**config.mk**
```make
export PLATFORM = sky130hd
export DESIGN_NAME = axis_capture_packer_flat
export DESIGN_NICKNAME = d
export VERILOG_FILES = /design/src/rtl/axis_capture_packer_if.sv /design/src/rtl/axis_capture_packer.sv /design/src/flat_wrapper.sv
export SDC_FILE = /design/constraint.sdc
export NUM_CORES = 1
export LEC_CHECK = 0
export ABC_AREA = 1
export ABC_CLOCK_PERIOD_IN_PS = 2700
export CAP_MARGIN = 15
export CORE_UTILIZATION = 53
export DETAILED_ROUTE_END_ITERATION = 7
export HOLD_SLACK_MARGIN = 0.15
export PLACE_DENSITY = 0.9
export SETUP_SLACK_MARGIN = 0.1
export SYNTH_ARGS = -nofsm -noshare
export SYNTH_HDL_FRONTEND = slang
export SYNTH_SLANG_ARGS = --single-unit
```
**constraint.sdc**
```tcl
create_clock -name aclk -period 2.7 [get_ports aclk]
set_input_delay 0.27 -clock aclk [delete_from_list [all_inputs] [get_ports aclk]]
set_output_delay 0.27 -clock aclk [all_outputs]
set_load 0.01 [all_outputs]
```
**src/rtl/axis_capture_packer_if.sv**
```systemverilog
// AXI-Stream bundle shared by the capture packer's sample input and packed-word output.
interface axis_capture_packer_if #(
    parameter int WIDTH = 32
);
    logic [WIDTH-1:0] tdata;
    logic             tvalid;
    logic             tready;
    logic             tlast;

    modport master (output tdata, output tvalid, output tlast, input tready);
    modport slave  (input tdata, input tvalid, input tlast, output tready);
endinterface

```
**src/rtl/axis_capture_packer.sv**
```systemverilog
// Triggered capture of cfg_len 64-bit words, each packing two consecutive 32-bit ADC samples.
// Optional DECIMATION_EN keeps only every (cfg_dec+1)-th accepted sample while capturing.
module axis_capture_packer #(
    parameter int S_TDATA_WIDTH = 32,
    parameter int M_TDATA_WIDTH = 64,
    parameter int CNTR_WIDTH    = 32
) (
    input  logic                  aclk,
    input  logic                  aresetn,
    input  logic [CNTR_WIDTH-1:0] cfg_len,
    input  logic [15:0]           cfg_dec,
    input  logic                  trg_start,
    output logic [CNTR_WIDTH-1:0] sts_count,
    output logic                  sts_busy,
    axis_capture_packer_if.slave  s_axis,
    axis_capture_packer_if.master m_axis
);
    typedef enum logic [1:0] {IDLE, CAPTURE, DRAIN} state_t;

    state_t                   state_reg, state_next;
    logic [CNTR_WIDTH-1:0]    len_reg, count_reg, loaded_reg;
    logic [S_TDATA_WIDTH-1:0] low_reg;
    logic                     half_reg;
    logic [M_TDATA_WIDTH-1:0] m_data_reg;
    logic                     m_valid_reg, m_last_reg;
    logic                     s_ready, s_hs, m_hs, start, keep, pack, complete, last_word;

    assign start     = (state_reg == IDLE) && trg_start && (cfg_len != '0);
    assign s_hs      = s_axis.tvalid & s_ready;
    assign m_hs      = m_valid_reg & m_axis.tready;
    assign pack      = (state_reg == CAPTURE) && s_hs && keep;
    assign complete  = pack & half_reg;
    assign last_word = (loaded_reg + CNTR_WIDTH'(1)) == len_reg;

`ifdef DECIMATION_EN
    logic [15:0] dec_reg, dec_cnt_reg;
    logic        unused_inputs;

    assign keep          = (dec_cnt_reg == 16'd0);
    assign unused_inputs = s_axis.tlast;

    // Counter runs over every accepted capture sample; zero marks the one that is packed.
    always_ff @(posedge aclk) begin
        if (!aresetn) begin
            dec_reg     <= 16'd0;
            dec_cnt_reg <= 16'd0;
        end else if (start) begin
            dec_reg     <= cfg_dec;
            dec_cnt_reg <= 16'd0;
        end else if ((state_reg == CAPTURE) && s_hs) begin
            dec_cnt_reg <= (dec_cnt_reg == dec_reg) ? 16'd0 : dec_cnt_reg + 16'd1;
        end
    end
`else
    logic unused_inputs;

    assign keep          = 1'b1;
    assign unused_inputs = ^{cfg_dec, s_axis.tlast};
`endif

    always_ff @(posedge aclk) begin
        if (!aresetn) state_reg <= IDLE;
        else          state_reg <= state_next;
    end

    always_comb begin
        state_next = state_reg;
        case (state_reg)
            IDLE:    if (start) state_next = CAPTURE;
            CAPTURE: if (complete && last_word) state_next = DRAIN;
            DRAIN:   if (m_hs && m_last_reg) state_next = IDLE;
            default: state_next = IDLE;
        endcase
    end

    // Only a word-completing sample can stall, and only while the held word is not leaving.
    always_comb begin
        s_ready  = 1'b1;
        sts_busy = 1'b0;
        case (state_reg)
            CAPTURE: begin
                s_ready  = ~(half_reg & m_valid_reg & ~m_axis.tready);
                sts_busy = 1'b1;
            end
            DRAIN:   sts_busy = 1'b1;
            default: ;
        endcase
    end

    always_ff @(posedge aclk) begin
        if (!aresetn) begin
            len_reg     <= '0;
            count_reg   <= '0;
            loaded_reg  <= '0;
            low_reg     <= '0;
            half_reg    <= 1'b0;
            m_data_reg  <= '0;
            m_valid_reg <= 1'b0;
            m_last_reg  <= 1'b0;
        end else begin
            if (start) begin
                len_reg    <= cfg_len;
                count_reg  <= '0;
                loaded_reg <= '0;
                half_reg   <= 1'b0;
            end else begin
                if (m_hs && (count_reg != len_reg))
                    count_reg <= count_reg + CNTR_WIDTH'(1);
                if (pack) begin
                    half_reg <= ~half_reg;
                    if (!half_reg) begin
                        low_reg <= s_axis.tdata;
                    end else begin
                        m_data_reg <= {s_axis.tdata, low_reg};
                        loaded_reg <= loaded_reg + CNTR_WIDTH'(1);
                    end
                end
            end
            // A new word may replace the one handshaken in the same cycle.
            if (complete) begin
                m_valid_reg <= 1'b1;
                m_last_reg  <= last_word;
            end else if (m_hs) begin
                m_valid_reg <= 1'b0;
                m_last_reg  <= 1'b0;
            end
        end
    end

    assign s_axis.tready = s_ready;
    assign m_axis.tdata  = m_data_reg;
    assign m_axis.tvalid = m_valid_reg;
    assign m_axis.tlast  = m_last_reg;
    assign sts_count     = count_reg;
endmodule

```
**src/flat_wrapper.sv**
```systemverilog
// flat-port wrapper written by rule: the top's interface ports become plain ports
module axis_capture_packer_flat 
#(
    parameter int S_TDATA_WIDTH = 32,
    parameter int M_TDATA_WIDTH = 64,
    parameter int CNTR_WIDTH    = 32
)
  (aclk, aresetn, cfg_len, cfg_dec, trg_start, sts_count, sts_busy, s_axis_tdata, s_axis_tvalid, s_axis_tlast, s_axis_tready, m_axis_tdata, m_axis_tvalid, m_axis_tlast, m_axis_tready);
  axis_capture_packer_if #(.WIDTH(32)) s_axis_i ();
  axis_capture_packer_if #(.WIDTH(64)) m_axis_i ();
  input  logic aclk;
  input  logic aresetn;
  input  logic [CNTR_WIDTH-1:0] cfg_len;
  input  logic [15:0] cfg_dec;
  input  logic trg_start;
  output logic [CNTR_WIDTH-1:0] sts_count;
  output logic sts_busy;
  input wire logic [$bits(s_axis_i.tdata)-1:0] s_axis_tdata;
  input wire logic [$bits(s_axis_i.tvalid)-1:0] s_axis_tvalid;
  input wire logic [$bits(s_axis_i.tlast)-1:0] s_axis_tlast;
  output wire logic [$bits(s_axis_i.tready)-1:0] s_axis_tready;
  output wire logic [$bits(m_axis_i.tdata)-1:0] m_axis_tdata;
  output wire logic [$bits(m_axis_i.tvalid)-1:0] m_axis_tvalid;
  output wire logic [$bits(m_axis_i.tlast)-1:0] m_axis_tlast;
  input wire logic [$bits(m_axis_i.tready)-1:0] m_axis_tready;
  assign s_axis_i.tdata = s_axis_tdata;
  assign s_axis_i.tvalid = s_axis_tvalid;
  assign s_axis_i.tlast = s_axis_tlast;
  assign s_axis_tready = s_axis_i.tready;
  assign m_axis_tdata = m_axis_i.tdata;
  assign m_axis_tvalid = m_axis_i.tvalid;
  assign m_axis_tlast = m_axis_i.tlast;
  assign m_axis_i.tready = m_axis_tready;
  axis_capture_packer #(.S_TDATA_WIDTH(S_TDATA_WIDTH), .M_TDATA_WIDTH(M_TDATA_WIDTH), .CNTR_WIDTH(CNTR_WIDTH)) u_core (.aclk(aclk), .aresetn(aresetn), .cfg_len(cfg_len), .cfg_dec(cfg_dec), .trg_start(trg_start), .sts_count(sts_count), .sts_busy(sts_busy), .s_axis(s_axis_i), .m_axis(m_axis_i));
endmodule
```
==> PnR_summary.wiki <==
{| class="wikitable"
! Metric !! Value
|-
| Post-synthesis compound-gate area fraction || 0.156
|-
| Die width || 138 µm
|-
| Number of iterations in the first detailed-routing pass || 6
|-
| Commonest non-fill, non-tap cell in the layout || sky130_fd_sc_hd__nand2_1
|-
| Clock slew seen by the registers of the worst setup and hold paths || 0.09 ns
|-
| Area after DPL || 11700 µm²
|-
| Chip Height || 138 µm
|-
| Commonest non-fill, non-tap cells in the layout || 310 x sky130_fd_sc_hd__nand2_1, 195 x sky130_fd_sc_hd__dfxtp_1, 167 x sky130_fd_sc_hd__clkdlybuf4s50_1
|-
| Max transition margin || 0.642
|-
| Startpoint of the worst hold path || aresetn
|-
| Number of violations reported at the end of detailed-routing iteration 0 || 882
|-
| Total negative setup slack || 0 ns
|-
| Depth of the worst register-to-register path || 18
|-
| Most common flop cell mapped by yosys || sky130_fd_sc_hd__dfxtp_1
|-
| Syn Std Cell Area || 9810 µm²
|-
| Tightest hold margin || 0.328 ns
|-
| Wire length of the first global-routing pass || 48100 µm
|-
| TritonCTS clock tree || done
|-
| Hold Path Cell Cnt || 3
|-
| Largest clock skew in the final design || 0.0120 ns
|-
| Min Clock Period, post-route || 2.39 ns
|-
| Area growth from synthesis to final layout || 26.6%
|-
| Insertion delay to the later sink of the worst-skew pair || 0.45 ns
|-
| Fillers || 1455
|-
| Layout net count || 1671
|-
| CP max stage cell || sky130_fd_sc_hd__dfxtp_2
|-
| Multiplexer area fraction after synthesis || 0
|-
| Yosys reg bits || 197
|-
| Sequential cell area fraction in the yosys report || 0.402
|-
| Design Area, Final || 12400 µm²
|-
| CP peak stage delay || 0.37 ns
|-
| Antenna diode count || 0
|-
| Routed wire per std cell || 16.2 µm
|-
| Ports || 186
|-
| Via count of the first global-routing pass || 9602
|-
| Aggregate routed wire length || 29600 µm
|-
| Distinct cell type count after synthesis || 34
|-
| Post-route antenna net violation count || 0
|-
| Fraction of the mapped netlist area in simple logic gates || 0.299
|-
| Root cell of the clock tree || sky130_fd_sc_hd__clkbuf_16
|-
| Maximum achievable frequency || 0.418 GHz
|-
| Maximum number of pins on one net before global-route repair || 99
|-
| Endpoint of the most critical register-to-register path || u_core.state_reg[0]
|-
| Cells after synthesis || 1437
|-
| Ratio of cells with drive above 1 in the final layout || 0.0597
|-
| Critical path data required time || 3.05 ns
|-
| Average vias per placed instance || 5.61
|-
| Synth Warn # || 0
|-
| Overall Global Routing Usage || 0.309
|-
| Initial Utilization || 0.544
|-
| Final non-filler cell total || 1821
|-
| Via count || 10200
|-
| Number of core rows || 49
|-
| Biggest fanout along the worst timing path || 6
|-
| Async SR Flop Fraction || 0
|-
| Max-capacitance violation count || 0
|-
| Global-route congestion overflow total || 0
|-
| Dominant cells by area after synthesis || sky130_fd_sc_hd__dfxtp_1 40%, sky130_fd_sc_hd__nand2_1 12%, sky130_fd_sc_hd__a21oi_1 8.0%, sky130_fd_sc_hd__o21ai_0 7.1%, sky130_fd_sc_hd__nand3_1 6.1%
|-
| Flip-flop count of the largest register after layout || 64
|-
| Critical Path Most Common Cell || sky130_fd_sc_hd__nand2_1
|-
| Number of antenna violations at the first check in global routing || 0
|-
| Count of endpoints failing setup in the final report || 0
|-
| Detail Route met3 WL || 3030 µm
|-
| Total number of clock tree sinks || 197
|-
| Final hold viol count || 0
|-
| Arr. time, crit path || 2.75 ns
|-
| Register-to-register setup slack || 0.31 ns
|-
| Power per standard cell area || 605 nW/µm²
|-
| Type of the worst setup path || reg2reg
|-
| Depth of the CTS H-tree || 4
|-
| Die area || 19000 µm²
|-
| Area share of the leading cell type in the synthesized netlist || 0.402
|-
| Hold worst-path end || u_core.m_axis.tdata[50]
|-
| Remaining routing DRC violations || 0
|-
| Number of enable flip-flop cells after synthesis || 0
|-
| Final estimated routing congestion in global placement || 0.966
|-
| Crit start category || flop
|-
| Adder-cell share of the synthesized area || 0.00766
|-
| Slew at the pin closest to its max-slew limit || 0.538 ns
|-
| Post-Synthesis Net Count || 1529
|-
| Critical path, cell by cell || ha_1 > nand2_2 > nor2_8 > nand2_2 > nor2_4 > nand2_1 > nand2_2 > nand2_1 > nand2_1 > nand2_1 > nor2_2 > nand2_1 > nor2_2 > nand3_2 > nand2_2 > nand3_1 > nand2_1 > nor2_1
|-
| Kind of end point of the critical path || flop
|-
| Result of the run || finished clean
|-
| Max Root-Sink Buffers || 2
|-
| Max-slew violation total from the final report || 0
|-
| Hold-fix buffers, CTS || 0
|-
| RSZ-0062 raised after global routing || false
|-
| Main combinational cell family by area after synthesis || simple AND/OR/NAND/NOR gates
|-
| Highest routing layer actually used || met4
|-
| Post-synthesis xor/xnor area fraction || 0.0546
|-
| Metal1 wirelength || 11600 µm
|-
| Cell type with the highest aggregate area in the netlist || sky130_fd_sc_hd__dfxtp_1
|-
| Maximum resistive drop on vdd || 0.521 mV
|-
| Avg Cell Area, Syn || 6.82 µm²
|-
| Placed insts || 1788
|-
| Leakage || 4.57 nW
|-
| Worst flop-to-flop path startpoint || u_core.loaded_reg[0]
|-
| Met2 Routed Length || 13700 µm
|-
| Share of the cycle needed by the critical path after routing || 0.887
|-
| Hold Path Class || in2reg
|-
| Number of CTS-inserted buffers || 17
|-
| Placed wire-length estimate after detailed placement || 21200 µm
|-
| Port Buffer Count || 168
|-
| Placeable core area || 18000 µm²
|}
==> synthesized netlist by cell type, types with 7 or more instances <==
cell type	count
sky130_fd_sc_hd__nand2_1	310
sky130_fd_sc_hd__dfxtp_1	197
sky130_fd_sc_hd__a21oi_1	157
sky130_fd_sc_hd__nor2_1	151
sky130_fd_sc_hd__inv_1	139
sky130_fd_sc_hd__o21ai_0	139
sky130_fd_sc_hd__nand3_1	119
sky130_fd_sc_hd__clkbuf_1	47
sky130_fd_sc_hd__xnor2_1	32
sky130_fd_sc_hd__xor2_1	24
sky130_fd_sc_hd__nor4_1	19
sky130_fd_sc_hd__nor3_1	18
sky130_fd_sc_hd__nand4_1	16
sky130_fd_sc_hd__buf_2	11
sky130_fd_sc_hd__nand2_2	11
sky130_fd_sc_hd__nor2_2	9
sky130_fd_sc_hd__buf_1	7
==> power breakdown <==
group / leakage [nW] / total (mW) / switching (mW) / internal (mW)
Combinational: 2.66 / 1.39 / 0.807 / 0.582
Clock: 0.309 / 2.74 / 1.43 / 1.32
Sequential: 1.60 / 3.37 / 0.214 / 3.16
Total: 4.57 / 7.50 / 2.45 / 5.06
==> timing repair <==
item | CTS | global route
gates resized for setup | 0 | 5
endpoints found under the setup margin | 0 | 2
buffers inserted | 0 | 1
==> final cells by class <==
type | instances | area (µm²) | share of cell area
flip-flops and latches | 197 | 3950 | 0.318
clock inverters | 15 | 219 | 0.0176
well taps | 229 | 287 | 0.0231
multi-input cells | 1034 | 5100 | 0.411
repair buffers | 188 | 1900 | 0.153
clock buffers | 17 | 425 | 0.0343
inverters | 141 | 529 | 0.0426
==> kinds of logic (layout without fill, tap and decap cells) <==
logic type | Yosys count | count (layout)
simple gates | 667 | 667
fa+ha+maj | 6 | 6
compound gates | 303 | 303
xor+xnor | 58 | 58
flops | 197 | 197
buf+inv | 206 | 361
==> per-layer routing <==
metal / GRT usage / vias to the layer above
li1: - / 4972
met1: 0.370 / 4627
met2: 0.504 / 539
met3: 0.0946 / 83
met4: 0.145 / 0
met5: 0 / -
==> critical path: cells and delay by family (launching register included) <==
kind,cells,cell delay [ns]
and+or+nand+nor,17,1.73
DFF,1,0.37
adders and majority gates,1,0.21
==> worst max path at each step <==
stage,to,slack [ns],startpoint
2_1_floorplan,u_core.state_reg[0],0.71,u_core.loaded_reg[0]
3_3_place_gp,u_core.m_axis.tdata[31],0.20,cfg_len[15]
3_5_place_dp,u_core.m_axis.tdata[22],0.17,cfg_len[1]
4_1_cts,u_core.state_reg[0],0.23,u_core.loaded_reg[0]
5_1_grt,u_core.state_reg[0],0.10,u_core.loaded_reg[0]
6_report,u_core.state_reg[0],0.31,u_core.loaded_reg[0]
==> metrics by stage <==
| step | utilization | worst slack, ns | total power [mW] |
|---|---|---|---|
| floorplan | - | 0.710 | 4.24 |
| global placement | 0.652 | 0.198 | 4.75 |
| detailed placement | 0.652 | 0.166 | 4.79 |
| CTS | 0.687 | 0.231 | 7.49 |
| global route | 0.688 | 0.103 | 7.84 |
| finish | 0.688 | 0.306 | 7.50 |
(Power assumes the default switching activity.)
==> variant: new RTL, config.mk and constraints unchanged <==
`CNTR_WIDTH` is set to 32 in 2 places; all go to 48.
--- a/src/rtl/axis_capture_packer.sv
+++ b/src/rtl/axis_capture_packer.sv
@@ -3,7 +3,7 @@
 module axis_capture_packer #(
     parameter int S_TDATA_WIDTH = 32,
     parameter int M_TDATA_WIDTH = 64,
-    parameter int CNTR_WIDTH    = 32
+    parameter int CNTR_WIDTH    = 48
 ) (
     input  logic                  aclk,
     input  logic                  aresetn,
--- a/src/flat_wrapper.sv
+++ b/src/flat_wrapper.sv
@@ -3,7 +3,7 @@
 #(
     parameter int S_TDATA_WIDTH = 32,
     parameter int M_TDATA_WIDTH = 64,
-    parameter int CNTR_WIDTH    = 32
+    parameter int CNTR_WIDTH    = 48
 )
   (aclk, aresetn, cfg_len, cfg_dec, trg_start, sts_count, sts_busy, s_axis_tdata, s_axis_tvalid, s_axis_tlast, s_axis_tready, m_axis_tdata, m_axis_tvalid, m_axis_tlast, m_axis_tready);
   axis_capture_packer_if #(.WIDTH(32)) s_axis_i ();
Ports: changed (resized cfg_len and sts_count); port bits go from 186 to 218. The function was not compared with the original's and may differ.
==> variant against the original RTL <==
First-iteration DRC count is 60% higher. Worst setup slack lost 120 ps. Design area increased by 39%. Critical path depth increased by 3. Sequential cell count up 48. Routed wire length grew 65%. Non-clock buffer count up 89. Area after synthesis up 35%. Via count increased by 47%. Global-route usage increased by 5.8 points. Total power increased by 36%. Critical path type unchanged. Critical endpoint unchanged.
==> variant: results (changes against the original RTL) <==
{
  "worst_hold_slack": {"value": 192, "unit": "ps", "change": "was 328 ps"},
  "cts.sink_count": {"value": 245, "change": "was 197"},
  "r2r.worst_path.cells": {"value": 21, "change": "was 18"},
  "comb.multi_input.count": {"value": 1543, "change": "was 1034"},
  "worst_hold_path.endpoint": {"value": "u_core.len_reg[23]", "change": "was u_core.m_axis.tdata[50]"},
  "clock_latency": {"value": 550, "unit": "ps", "change": "was 450 ps"},
  "met3_usage": {"value": 0.108, "change": "was 0.0946"},
  "drive_above_1_share": {"value": 0.0990, "change": "was 0.0597"},
  "max_slew.worst_pin.slew": {"value": 829, "unit": "ps", "change": "was 538 ps"},
  "post-dp-hpwl": {"value": 35000, "unit": "um", "change": "was 21200 um"},
  "path_clk_slew": {"value": 60, "unit": "ps", "change": "was 90 ps"},
  "nNonClkInverters": {"value": 176, "change": "was 141"},
  "synth-seq-area-share": {"value": 0.372, "change": "was 0.402"},
  "fill_cells": {"value": 1956, "change": "was 1455"},
  "cts-buffers-inserted": {"value": 28, "change": "was 17"},
  "gp_routability_congestion": {"value": 1.05, "change": "was 0.966"},
  "grt_pass1_wl": {"value": 74500, "unit": "um", "change": "was 48100 um"},
  "status": {"value": "finished clean", "change": "unchanged"},
  "clock_tree.htree_level_count": {"value": 1, "change": "was 4"},
  "sequential_portion_of_the_cell_area": {"value": 0.286, "change": "was 0.318"},
  "setup.reg_to_reg.worst_slack": {"value": 190, "unit": "ps", "change": "was 310 ps"},
  "post_synth_main_area_contributors": {"value": "sky130_fd_sc_hd__dfxtp_1 37%, sky130_fd_sc_hd__nand2_1 14%, sky130_fd_sc_hd__nor2_1 9.8%, sky130_fd_sc_hd__o21ai_0 6.4%, sky130_fd_sc_hd__nand3_1 5.5%", "change": "was sky130_fd_sc_hd__dfxtp_1 40%, sky130_fd_sc_hd__nand2_1 12%, sky130_fd_sc_hd__a21oi_1 8.0%, sky130_fd_sc_hd__o21ai_0 7.1%, sky130_fd_sc_hd__nand3_1 6.1%"},
  "drtIter0Drc": {"value": 1413, "change": "was 882"},
  "met2WireLength": {"value": 22000, "unit": "um", "change": "was 13700 um"},
  "io_buffer_count": {"value": 200, "change": "was 168"},
  "multiInputGateArea": {"value": 0.00754, "unit": "mm^2", "change": "was 0.00510 mm^2"},
  "crit_path_max_fo": {"value": 5, "change": "was 6"},
  "drt-total-wl": {"value": 48800, "unit": "um", "change": "was 29600 um"},
  "grt_pass1_vias": {"value": 14200, "change": "was 9602"},
  "average_via_count_per_standard_cell": {"value": 5.74, "change": "was 5.61"},
  "yosys.cell_types.count": {"value": 41, "change": "was 34"},
  "grt_start_max_net_pins": {"value": 109, "change": "was 99"},
  "clk_path_buf_depth": {"value": 3, "change": "was 2"},
  "arrival": {"value": 2960, "unit": "ps", "change": "was 2750 ps"},
  "peak_vdd_ir": {"value": 0.642, "unit": "mV", "change": "was 0.521 mV"}
}
-- variant: changes by cell type in the layout (fill, tap and decap cells not counted), moves of 30 or more --
cell                              change
sky130_fd_sc_hd__o21ai_0             +30
sky130_fd_sc_hd__xor2_1              +34
sky130_fd_sc_hd__nand2_1            +191
sky130_fd_sc_hd__clkdlybuf4s50_1     +31
sky130_fd_sc_hd__buf_4               +49
sky130_fd_sc_hd__nor2_1             +189
sky130_fd_sc_hd__dfxtp_1             +30
-- variant: through the flow --
step / instance area [um^2] / cells / setup WS [ps] / total power, mW / TNS, ps
finish: 17200 / 2617 / 186 / 10.2 / 0
global route: 17200 / 2617 / -32.6 / 10.5 / -32.6
CTS: 16900 / 2602 / 116 / 10.1 / 0
detailed placement: 15900 / 2547 / -432 / 6.26 / -82910
global placement: 15900 / 2547 / -418 / 6.21 / -86310
floorplan: 13200 / 2040 / 489 / 5.39 / 0
-- variant: power by group --
part	leakage [nW]	internal [mW]	total [mW]	switching (mW)
Sequential	2.00	3.94	4.27	0.331
Combinational	4.09	0.844	2.08	1.24
Clock	0.455	2.24	3.85	1.61
-- variant: worst min-delay path, cell delays in order --
cell,delay (ps)
sky130_fd_sc_hd__dlymetal6s2s_1,200
sky130_fd_sc_hd__o21ai_0,180
sky130_fd_sc_hd__a21oi_1,50
-- variant: timing repair --
item	4_1_cts	5_1_grt
pin swaps	3	8
buffers inserted	2	14
cloned	0	1
gates resized for setup	5	59
hold buffers	1	0
endpoints found under the setup margin	18	129
endpoints found under the hold margin	2	0
-- variant: cells by family after synthesis --
logic type | share of synthesized area
simple gates | 0.372
compound gates | 0.122
buf+inv | 0.0731
flops | 0.372
xor+xnor | 0.0558
fa+ha+maj | 0.00569
